**config.mk**
```make
export PLATFORM = sky130hd
export DESIGN_NAME = lcd_bus_ctrl
export DESIGN_NICKNAME = d
export VERILOG_FILES = /design/src/rtl/lcd_bus_ctrl.sv
export SDC_FILE = /design/constraint.sdc
export NUM_CORES = 1
export LEC_CHECK = 0
export CORE_ASPECT_RATIO = 0.6
export CORE_MARGIN = 2
export CORE_UTILIZATION = 29
export DETAILED_ROUTE_END_ITERATION = 10
export PLACE_DENSITY = 0.52
export SYNTH_ARGS = -nofsm -noshare
export SYNTH_HDL_FRONTEND = slang
export SYNTH_SLANG_ARGS = --single-unit
```
**constraint.sdc**
```tcl
create_clock -name clk -period 6.6 [get_ports clk]
set_clock_uncertainty 0.05 [all_clocks]
set_input_delay 1.32 -clock clk [delete_from_list [all_inputs] [get_ports clk]]
set_output_delay 1.32 -clock clk [all_outputs]
set_load 0.02 [all_outputs]
```
**src/rtl/lcd_bus_ctrl.sv**
```systemverilog
// HD44780-style LCD bus sequencer: power-up wait, fixed init
// sequence, then request-driven byte writes with full bus timing.
module lcd_bus_ctrl #(
  parameter int unsigned POWERUP_CYC   = 750000,
  parameter int unsigned SETUP_CYC     = 25,
  parameter int unsigned EN_CYC        = 25,
  parameter int unsigned HOLD_CYC      = 25,
  parameter int unsigned CMD_WAIT_CYC  = 2500,
  parameter int unsigned LONG_WAIT_CYC = 100000
) (
  input  logic       clk,
  input  logic       rst_n,
  input  logic       req_valid,
  output logic       req_ready,
  input  logic       req_rs,
  input  logic [7:0] req_data,
  output logic       init_done,
  output logic       busy,
  output logic [7:0] data,
  output logic       RS,
  output logic       RW,
  output logic       EN
);

  typedef enum logic [2:0] {
    S_POWERUP,
    S_INIT_LOAD,
    S_SETUP,
    S_PULSE,
    S_HOLD,
    S_WAIT,
    S_IDLE
  } state_t;

  state_t      state;
  state_t      state_n;
  logic [31:0] cnt;
  logic [1:0]  idx;
  logic [1:0]  idx_n;
  logic        done_n;
  logic [7:0]  init_cmd;
  logic [31:0] wait_len;
  logic        accept;

  assign req_ready = (state == S_IDLE) && init_done;
  assign busy      = (state != S_IDLE);
  assign RW        = 1'b0;
  assign accept    = req_valid && req_ready;

  // Clear and Return Home need the long execution time
  assign wait_len = (!RS && data[7:2] == 6'd0) ?
                    LONG_WAIT_CYC : CMD_WAIT_CYC;

  always_comb begin
    init_cmd = 8'h38;
    unique case (idx)
      2'd0: init_cmd = 8'h38;
      2'd1: init_cmd = 8'h0C;
      2'd2: init_cmd = 8'h01;
      2'd3: init_cmd = 8'h06;
    endcase
  end

  always_comb begin
    state_n = state;
    idx_n   = idx;
    done_n  = init_done;
    unique case (state)
      S_POWERUP: begin
        if (cnt == POWERUP_CYC - 1) begin
          state_n = S_INIT_LOAD;
          idx_n   = 2'd0;
        end
      end
      S_INIT_LOAD: state_n = S_SETUP;
      S_SETUP: begin
        if (cnt == SETUP_CYC - 1)
          state_n = S_PULSE;
      end
      S_PULSE: begin
        if (cnt == EN_CYC - 1)
          state_n = S_HOLD;
      end
      S_HOLD: begin
        if (cnt == HOLD_CYC - 1)
          state_n = S_WAIT;
      end
      S_WAIT: begin
        if (cnt == wait_len - 1) begin
          if (init_done) begin
            state_n = S_IDLE;
          end else if (idx == 2'd3) begin
            state_n = S_IDLE;
            done_n  = 1'b1;
          end else begin
            state_n = S_INIT_LOAD;
            idx_n   = idx + 2'd1;
          end
        end
      end
      S_IDLE: begin
        if (accept)
          state_n = S_SETUP;
      end
      default: state_n = S_POWERUP;
    endcase
  end

  always_ff @(posedge clk) begin
    if (!rst_n) begin
      state     <= S_POWERUP;
      cnt       <= '0;
      idx       <= '0;
      init_done <= 1'b0;
      data      <= 8'h00;
      RS        <= 1'b0;
      EN        <= 1'b0;
    end else begin
      state     <= state_n;
      cnt       <= (state_n != state) ? '0 : cnt + 32'd1;
      idx       <= idx_n;
      init_done <= done_n;
      // registered from next state so EN is glitch-free
      EN        <= (state_n == S_PULSE);
      if (state == S_INIT_LOAD) begin
        data <= init_cmd;
        RS   <= 1'b0;
      end else if (accept) begin
        data <= req_data;
        RS   <= req_rs;
      end
    end
  end

endmodule

```
==> results of run 1 <==
## final timing paths
kind	to	cells past startpoint	slack, ps
max reg2reg	cnt[1]	6	3600
min reg2reg	cnt[0]	1	460
min	cnt[0]	1	460
max	data[2]	6	3480
## cell type report
| class | instances | area (sq um) |
|---|---|---|
| clock buffers | 8 | 146 |
| fillers | 876 | 5510 |
| inverters | 11 | 41.3 |
| multi-input cells | 242 | 1510 |
| flip-flops and latches | 48 | 961 |
| well taps | 112 | 140 |
| repair buffers | 25 | 248 |
## per-stage QoR
step	util [%]	instance area [sq um]
3_3_place_gp	33.9	2900
3_5_place_dp	33.9	2900
6_report	35.6	3050
5_1_grt	35.6	3050
2_1_floorplan	-	2570
4_1_cts	35.6	3050
## where the power goes
part	switching, mW	total (mW)	internal, mW
sequential	0.00240	0.294	0.291
combinational	0.00954	0.0190	0.00947
clock	0.103	0.255	0.151
## state kept, by name, summed over array words and instances, names as in the netlist
name	flops
cnt	32
data	8
state	3
idx	2
EN	1
RS	1
init_done	1
## synthesized netlist by cell type, drive strengths merged (10+ instances only)
library cell	count	area [sq um]
a21oi	10	50.1
inv	10	37.5
dfxtp	48	961
nand2	25	93.8
nand4	10	62.6
and3	11	68.8
nor3	20	100
nand3	17	85.1
nor2	48	180
xor2	12	105
xnor2	20	175
## routing by layer
layer / vias to the layer above / share of wire, % / global-route usage (%) / wire length, microns
met1: 1031 / 58 / 22.4 / 3600
met4: 0 / 1.1 / 3.78 / 70
li1: 1145 / - / - / -
met2: 49 / 35 / 15.1 / 2170
met5: - / 0 / 0 / 0
met3: 8 / 6.1 / 3.77 / 378
## logic make-up (layout without fill, tap and decap cells)
group | after synthesis | count (layout) | synth area share, %
adders and majority gates | 6 | 6 | 2.92
muxes | 9 | 9 | 3.55
AOI/OAI and AO/OA | 32 | 32 | 9.09
xor gates and xnor gates | 32 | 32 | 10.9
buffers and inverters | 24 | 44 | 4.08
and+or+nand+nor | 162 | 162 | 32.0
DFF | 48 | 48 | 37.3
other | 1 | 1 | 0.146
==> results.toml, run 1 <==
[outcome]
outcome = "finished, final reports clean"

[sta]
totalNegativeSetupSlack_ps = 0
fin_ws_ps = 3480
timing.slew.headroom_pct = 31.1
hold_ws_ps = 464
timing.final.setup_violations = 0
period_utilization_post_route_pct = 47.2
hold_violation_total_from_the_final_report = 0
fin_crit_ps = 3120
maxSlewViolCount = 0
tightest_slew_ps = 1030
rsz_0062_raised_after_global_routing = "no"
max_freq_mhz = 321

[floorplanning]
initial_cell_density_of_the_core_pct = 30.1
core_sq_um = 8560
rows = 26
die_width_microns = 126
io-pin-count = 26
die-area_sq_um = 9670
chipHeight_microns = 77.0

[placement]
placement.setup.worst_slack_ps = 3180
placement.io_buffers = 24
half_perimeter_wire_length_after_placement_mm = 4.69
placedCellCount = 438
gpl.final_weighted_congestion = 0.843

[yosys]
ys_flop_type = "dfxtp_1"
synthCells = 314
post_synth_cell_types = 47
syn_area_sq_um = 2570
syn_avg_cell_area_sq_um = 8.20
yosysSeqAreaShare_pct = 37.3
ys.warnings.count = 0
async_flop_share_pct = 0
synth_nets = 332
ys_seq_elements = 48
synth_edf_count = 0

[grt]
grt_start_max_net_pins = 33
grt_antenna_before_repair = 0
first_global_vias = 1983
gr-total-overflow = 0
grt_usage_pct = 13.3
grt_pass1_wl_mm = 10.4

[finish]
finish.cell_count_without_fillers = 446
layout_common_cells = "48 x dfxtp_1, 48 x nor2_1, 25 x nand2_1"
syn2layout_area_growth_pct = 18.3
layout-drive-gt1-share_pct = 4.79
n_antenna_cell = 0
final_nets = 351

[critical_path]
crit_buf_inv = 1
cpLargestDelayFamily = "simple AND/OR/NAND/NOR gates"
worst-setup-path-type = "in -> reg"
critPathLaunchType = "input port"
worst_ep_required_time_ps = 6730
crit_start = "req_valid"
critPathMaxFanout = 9
path_common_cell = "nor2_1"
worst_path_max_delay_cell = "nor2_1"
cp-end-kind = "flop"
crit-reg2reg-launch = "data[2]"
timing.critical_path.arrival_ps = 3250
crit_chain = "clkdlybuf4s50_1 > nand2_1 > nor2_1 > mux2_2 > a21oi_1 > nor2_1"
cp_slowest_stage_delay_ps = 780

[cts]
cts_repair_resize_count = 0
cts_tree = "yes"
cts-hold-fix-buffers = 0
clkSlewWorstSetupHoldPaths_ps = 60
htree_levels = 2
postCtsSetupBuffers = 0
clock-root-buffer = "clkbuf_16"
cts_inserted_buffers = 5
insertion_delay_ps = 290
numClockSinks = 48
cts_max_path_buffers = 2

[detailed_routing]
drt-vias-per-instance = 5.01
1st_iter_drt_viols = 156
remaining_drc_errors = 0
dr_total_vias = 2233
drt-pass1-iter-count = 4
route.final.wire_length_mm = 6.22
wl_per_instance_microns = 14.0
final_antenna_net_count = 0

[min_path]
hp-class = "reg -> reg"
worst_hold_startpoint = "cnt[0]"

[power_and_ir_drop]
p_total_mw = 0.567
leakagePower_nw = 0.991
ir_worst_vdd_mv = 0.0774
cellPowerDensity_nw_per_um2 = 186

[run]
drv_cap = 0
(Power assumes the default switching activity.)
==> inputs of run 2 (changes only) <==
clock period = 3.14 ns   (was 6.6 ns; I/O delays follow)
==> results.toml, run 2 (synthesized netlist as in run 1, its figures left out) <==
[critical_path]
crit_chain = "or4_4 > or2_4 > o32ai_2 > nand4_1 > a211oi_2 > buf_4 > nor3_1"
timing.critical_path.arrival_ps = 2600
critPathMaxFanout = 14
r2r_cells = 7
cp-end-kind = "flop"
crit_start = "data[2]"
r2r_setup_slack_ps = 650
cpLargestDelayFamily = "simple AND/OR/NAND/NOR gates"
crit-reg2reg-launch = "data[2]"
crit-reg2reg-capture = "cnt[16]"
crit_buf_inv = 1
cp_num_cells = 7
worst_ep_required_time_ps = 3250
worst_setup_path_endpoint = "cnt[16]"
critPathLaunchType = "flop"
worst_path_max_delay_cell = "or4_4"
cp_slowest_stage_delay_ps = 550
worst-setup-path-type = "reg -> reg"

[cts]
cts-hold-fix-buffers = 0
insertion_delay_ps = 290
numClockSinks = 48
cts_repair_resize_count = 0
cts_max_path_buffers = 2
htree_levels = 2
cts_inserted_buffers = 5
clock-root-buffer = "clkbuf_16"
postCtsSetupBuffers = 0
cts_tree = "yes"
clkSlewWorstSetupHoldPaths_ps = 70

[floorplanning]
initial_cell_density_of_the_core_pct = 30.1
core_sq_um = 8560
chipHeight_microns = 77.0
rows = 26
io-pin-count = 26
die_width_microns = 126
die-area_sq_um = 9670

[finish]
layout-drive-gt1-share_pct = 6.78
final_nets = 356
final_core_utilization_pct = 36.3
syn2layout_area_growth_pct = 20.6
layout_common_cells = "48 x dfxtp_1, 48 x nor2_1, 25 x nand2_1"
largest_register_ff_count = 32
n_antenna_cell = 0
sequential_cell_area_sq_um = 961
multi_input_comb_area_sq_um = 1510
regMostFlops = "cnt"
finish.cell_count_without_fillers = 451
fill_cells = 879
reg.largest.list = "cnt x32, data x8, state x3"
final_instance_area_sq_um = 3100

[placement]
placement.io_buffers = 24
placedCellCount = 443
placement.setup.worst_slack_ps = 656
dpl-instance-area_sq_um = 2940
gpl.final_weighted_congestion = 0.880
half_perimeter_wire_length_after_placement_mm = 4.65

[detailed_routing]
remaining_drc_errors = 0
route.final.wire_length_mm = 6.26
final_antenna_net_count = 0
drt-pass1-iter-count = 4
wl_per_instance_microns = 13.9
dr_total_vias = 2238
1st_iter_drt_viols = 161
drt-vias-per-instance = 4.96

[grt]
grt_start_max_net_pins = 33
grt_pass1_wl_mm = 10.5
gr-total-overflow = 0
first_global_vias = 2083
grt_usage_pct = 13.4
grt_antenna_before_repair = 0

[sta]
max_freq_mhz = 401
fin_crit_ps = 2490
fin_ws_ps = 648
maxSlewViolCount = 0
hold_violation_total_from_the_final_report = 0
timing.final.setup_violations = 0
period_utilization_post_route_pct = 79.4
totalNegativeSetupSlack_ps = 0
rsz_0062_raised_after_global_routing = "no"

[outcome]
outcome = "finished, final reports clean"

[power_and_ir_drop]
cellPowerDensity_nw_per_um2 = 408
share_clk_of_total_power_pct = 48.2
p_sw_mw = 0.261
leakagePower_nw = 1.03
int_pwr_mw = 1.01
power_switching_share_pct = 20.6
ir_worst_vdd_mv = 0.204
pwr-share-comb_pct = 3.2
seqPwrFrac_pct = 48.7

[run]
drv_cap = 0

[min_path]
hp-class = "reg -> reg"
[run 2: cell types whose count changed in the layout (fill, tap and decap cells not counted), sizes merged]
cell      change
buf           +5
bufinv        +1
clkbuf        -3
clkinv        +1
clkinvlp      +1
[run 2: stage by stage]
stage | hold slack, ps | power [mW]
global route | 501 | 1.32
floorplan | 420 | 0.649
global placement | 452 | 0.671
CTS | 472 | 1.28
detailed placement | 460 | 0.672
finish | 470 | 1.27
[run 2: power groups by stage]
stage	Clock (mW)	Sequential, mW	Combinational [mW]
finish	0.610	0.617	0.0400
global route	0.656	0.617	0.0448
CTS	0.625	0.617	0.0407
detailed placement	0	0.631	0.0405
global placement	0	0.631	0.0401
floorplan	0	0.628	0.0209
[run 2: metal layers]
| metal | up-vias | GRT usage [%] | wire length (microns) |
|---|---|---|---|
| li1 | 1152 | - | - |
| met1 | 1045 | 21.9 | 3730 |
| met2 | 37 | 16.3 | 2220 |
| met3 | 4 | 3.91 | 269 |
| met4 | 0 | 3.11 | 37 |
| met5 | - | 0 | 0 |
[run 2: worst min-delay path by stage]
stage            from  cells past startpoint  slack (ps)      to
3_3_place_gp   cnt[0]                      1         450  cnt[0]
4_1_cts        cnt[0]                      1         470  cnt[0]
2_1_floorplan  cnt[0]                      1         420  cnt[0]
3_5_place_dp   cnt[0]                      1         460  cnt[0]
5_1_grt        cnt[0]                      1         500  cnt[0]
6_report       cnt[0]                      1         470  cnt[0]
[run 2: final cells by class]
cell class | instances | share of cell area [%]
Inverter | 11 | 1.33
Multi-Input combinational cell | 242 | 48.6
Clock inverter | 3 | 1.37
Clock buffer | 5 | 4.03
Tap cell | 112 | 4.51
Sequential cell | 48 | 31.0
Timing Repair Buffer | 30 | 9.19
==> inputs of run 3 (changes only) <==
PLACE_DENSITY = 0.54   (was 0.52)
clock period = 2.2 ns   (was 3.14 ns; I/O delays follow)
==> results.toml, run 3 (synthesized netlist as in run 1, its figures left out) <==
[finish]
regMostFlops = "cnt"
largest_register_ff_count = 32
most_common_cell_after_layout_fill_and_taps_aside = "nor2_1"
n_antenna_cell = 0
syn2layout_area_growth_pct = 30.0
layout_common_cells = "47 x nor2_1, 46 x dfxtp_1, 32 x buf_4"
sequential_cell_area_sq_um = 963
reg.largest.list = "cnt x32, data x8, state x3"
layout-drive-gt1-share_pct = 15.5
fill_cells = 856
final_nets = 384
multi_input_comb_area_sq_um = 1540
final_instance_area_sq_um = 3350

[detailed_routing]
remaining_drc_errors = 0
drt-vias-per-instance = 4.85
1st_iter_drt_viols = 207
drt-pass1-iter-count = 5
final_antenna_net_count = 0
dr_total_vias = 2325
wl_per_instance_microns = 13.7
route.final.wire_length_mm = 6.56

[grt]
first_global_vias = 2122
gr-total-overflow = 0
grt_start_max_net_pins = 33
grt_antenna_before_repair = 0
grt_usage_pct = 13.8
grt_pass1_wl_mm = 10.7

[placement]
half_perimeter_wire_length_after_placement_mm = 4.85
gpl.final_weighted_congestion = 0.835
dpl-instance-area_sq_um = 3160
placement.io_buffers = 24

[sta]
totalNegativeSetupSlack_ps = -938
rsz_0062_raised_after_global_routing = "yes"
max_freq_mhz = 446
fin_crit_ps = 2240
period_utilization_post_route_pct = 102
timing.final.setup_violations = 34
maxSlewViolCount = 0
fin_ws_ps = -42.8
hold_ws_ps = 464
hold_violation_total_from_the_final_report = 0

[cts]
clock-root-buffer = "clkbuf_16"
cts_max_path_buffers = 2
cts_tree = "yes"
numClockSinks = 48
insertion_delay_ps = 290
clkSlewWorstSetupHoldPaths_ps = 60
cts-hold-fix-buffers = 0
htree_levels = 2
cts_inserted_buffers = 5

[power_and_ir_drop]
ir_worst_vdd_mv = 0.290
leakagePower_nw = 1.19
cellPowerDensity_nw_per_um2 = 515
p_total_mw = 1.72

[floorplanning]
core_sq_um = 8560
die-area_sq_um = 9670
io-pin-count = 26
initial_cell_density_of_the_core_pct = 30.1
die_width_microns = 126
rows = 26
chipHeight_microns = 77.0

[critical_path]
cpLargestDelayFamily = "simple AND/OR/NAND/NOR gates"
critPathMaxFanout = 4
worst-setup-path-type = "reg -> reg"
timing.critical_path.arrival_ps = 2400
r2r_cells = 6
critPathLaunchType = "flop"
crit-reg2reg-launch = "data[2]"
crit_chain = "or4_4 > or2_4 > o32ai_4 > and2_4 > or4b_1 > o31ai_1"
crit-reg2reg-capture = "idx[0]"
r2r_setup_slack_ps = -40
worst_ep_required_time_ps = 2360
worst_path_max_delay_cell = "or4_4"
cp_slowest_stage_delay_ps = 540
cp-end-kind = "flop"
crit_buf_inv = 0

[outcome]
outcome = "finished with violations"
failed_checks = "negative setup slack"

[min_path]
worst_hold_startpoint = "idx[1]"
hp-class = "reg -> reg"
min_to = "idx[1]"
timing.hold.worst_path_depth = 2

[run]
drv_cap = 0
run 3: layout make-up:
cell class	count	share of cell area, %
Multi-Input combinational cell	242	46.0
Sequential cell	48	28.8
Timing Repair Buffer	58	15.3
Tap cell	112	4.19
Clock buffer	6	4.15
Inverter	11	1.23
Clock inverter	2	0.299
run 3: worst max-delay path by stage:
stage | start | end | slack [ps] | cells after the start
5_1_grt | cnt[3] | cnt[19] | -150 | 8
3_5_place_dp | data[2] | cnt[14] | -40 | 7
4_1_cts | data[2] | idx[0] | -50 | 6
2_1_floorplan | data[2] | cnt[13] | -30 | 7
3_3_place_gp | data[2] | idx[0] | -4 | 6
6_report | data[2] | idx[0] | -40 | 6
run 3: repair_timing:
item                       CTS  global route
setup buffers                1             1
resized for setup            3             4
pin swaps                    0             0
hold endpoints to repair     0             0
setup endpoints to repair   35            37
run 3: per-layer routing:
layer  vias to the layer above  GRT usage, %  part of all wire (%)
met4                         0          3.33                   1.0
met1                      1061          22.0                    59
met5                         -             0                     0
met3                         7          3.91                   5.3
met2                        51          17.7                    35
li1                       1206             -                     -
run 3: tightest hold or removal path, cell delays in order, from the launching register on:
cell	delay [ps]
dfxtp_1	330
nand2_1	70
o32ai_1	70
run 3: per-stage QoR:
step	cells	util, %	setup WS (ps)
after global routing	479	39.1	-153
final	479	39.1	-42.8
after CTS	478	38.8	-46.4
after detailed placement	469	36.9	-39.5
after global placement	469	36.9	-4.05
after floorplan	314	-	-28.8
run 3: power by group:
group / internal (mW) / switching (mW) / total, mW / leakage [nW]
Clock: 0.448 / 0.328 / 0.777 / 0.0766
Sequential: 0.874 / 0.00469 / 0.878 / 0.388
Combinational: 0.0355 / 0.0329 / 0.0684 / 0.729
Total: 1.36 / 0.366 / 1.72 / 1.19
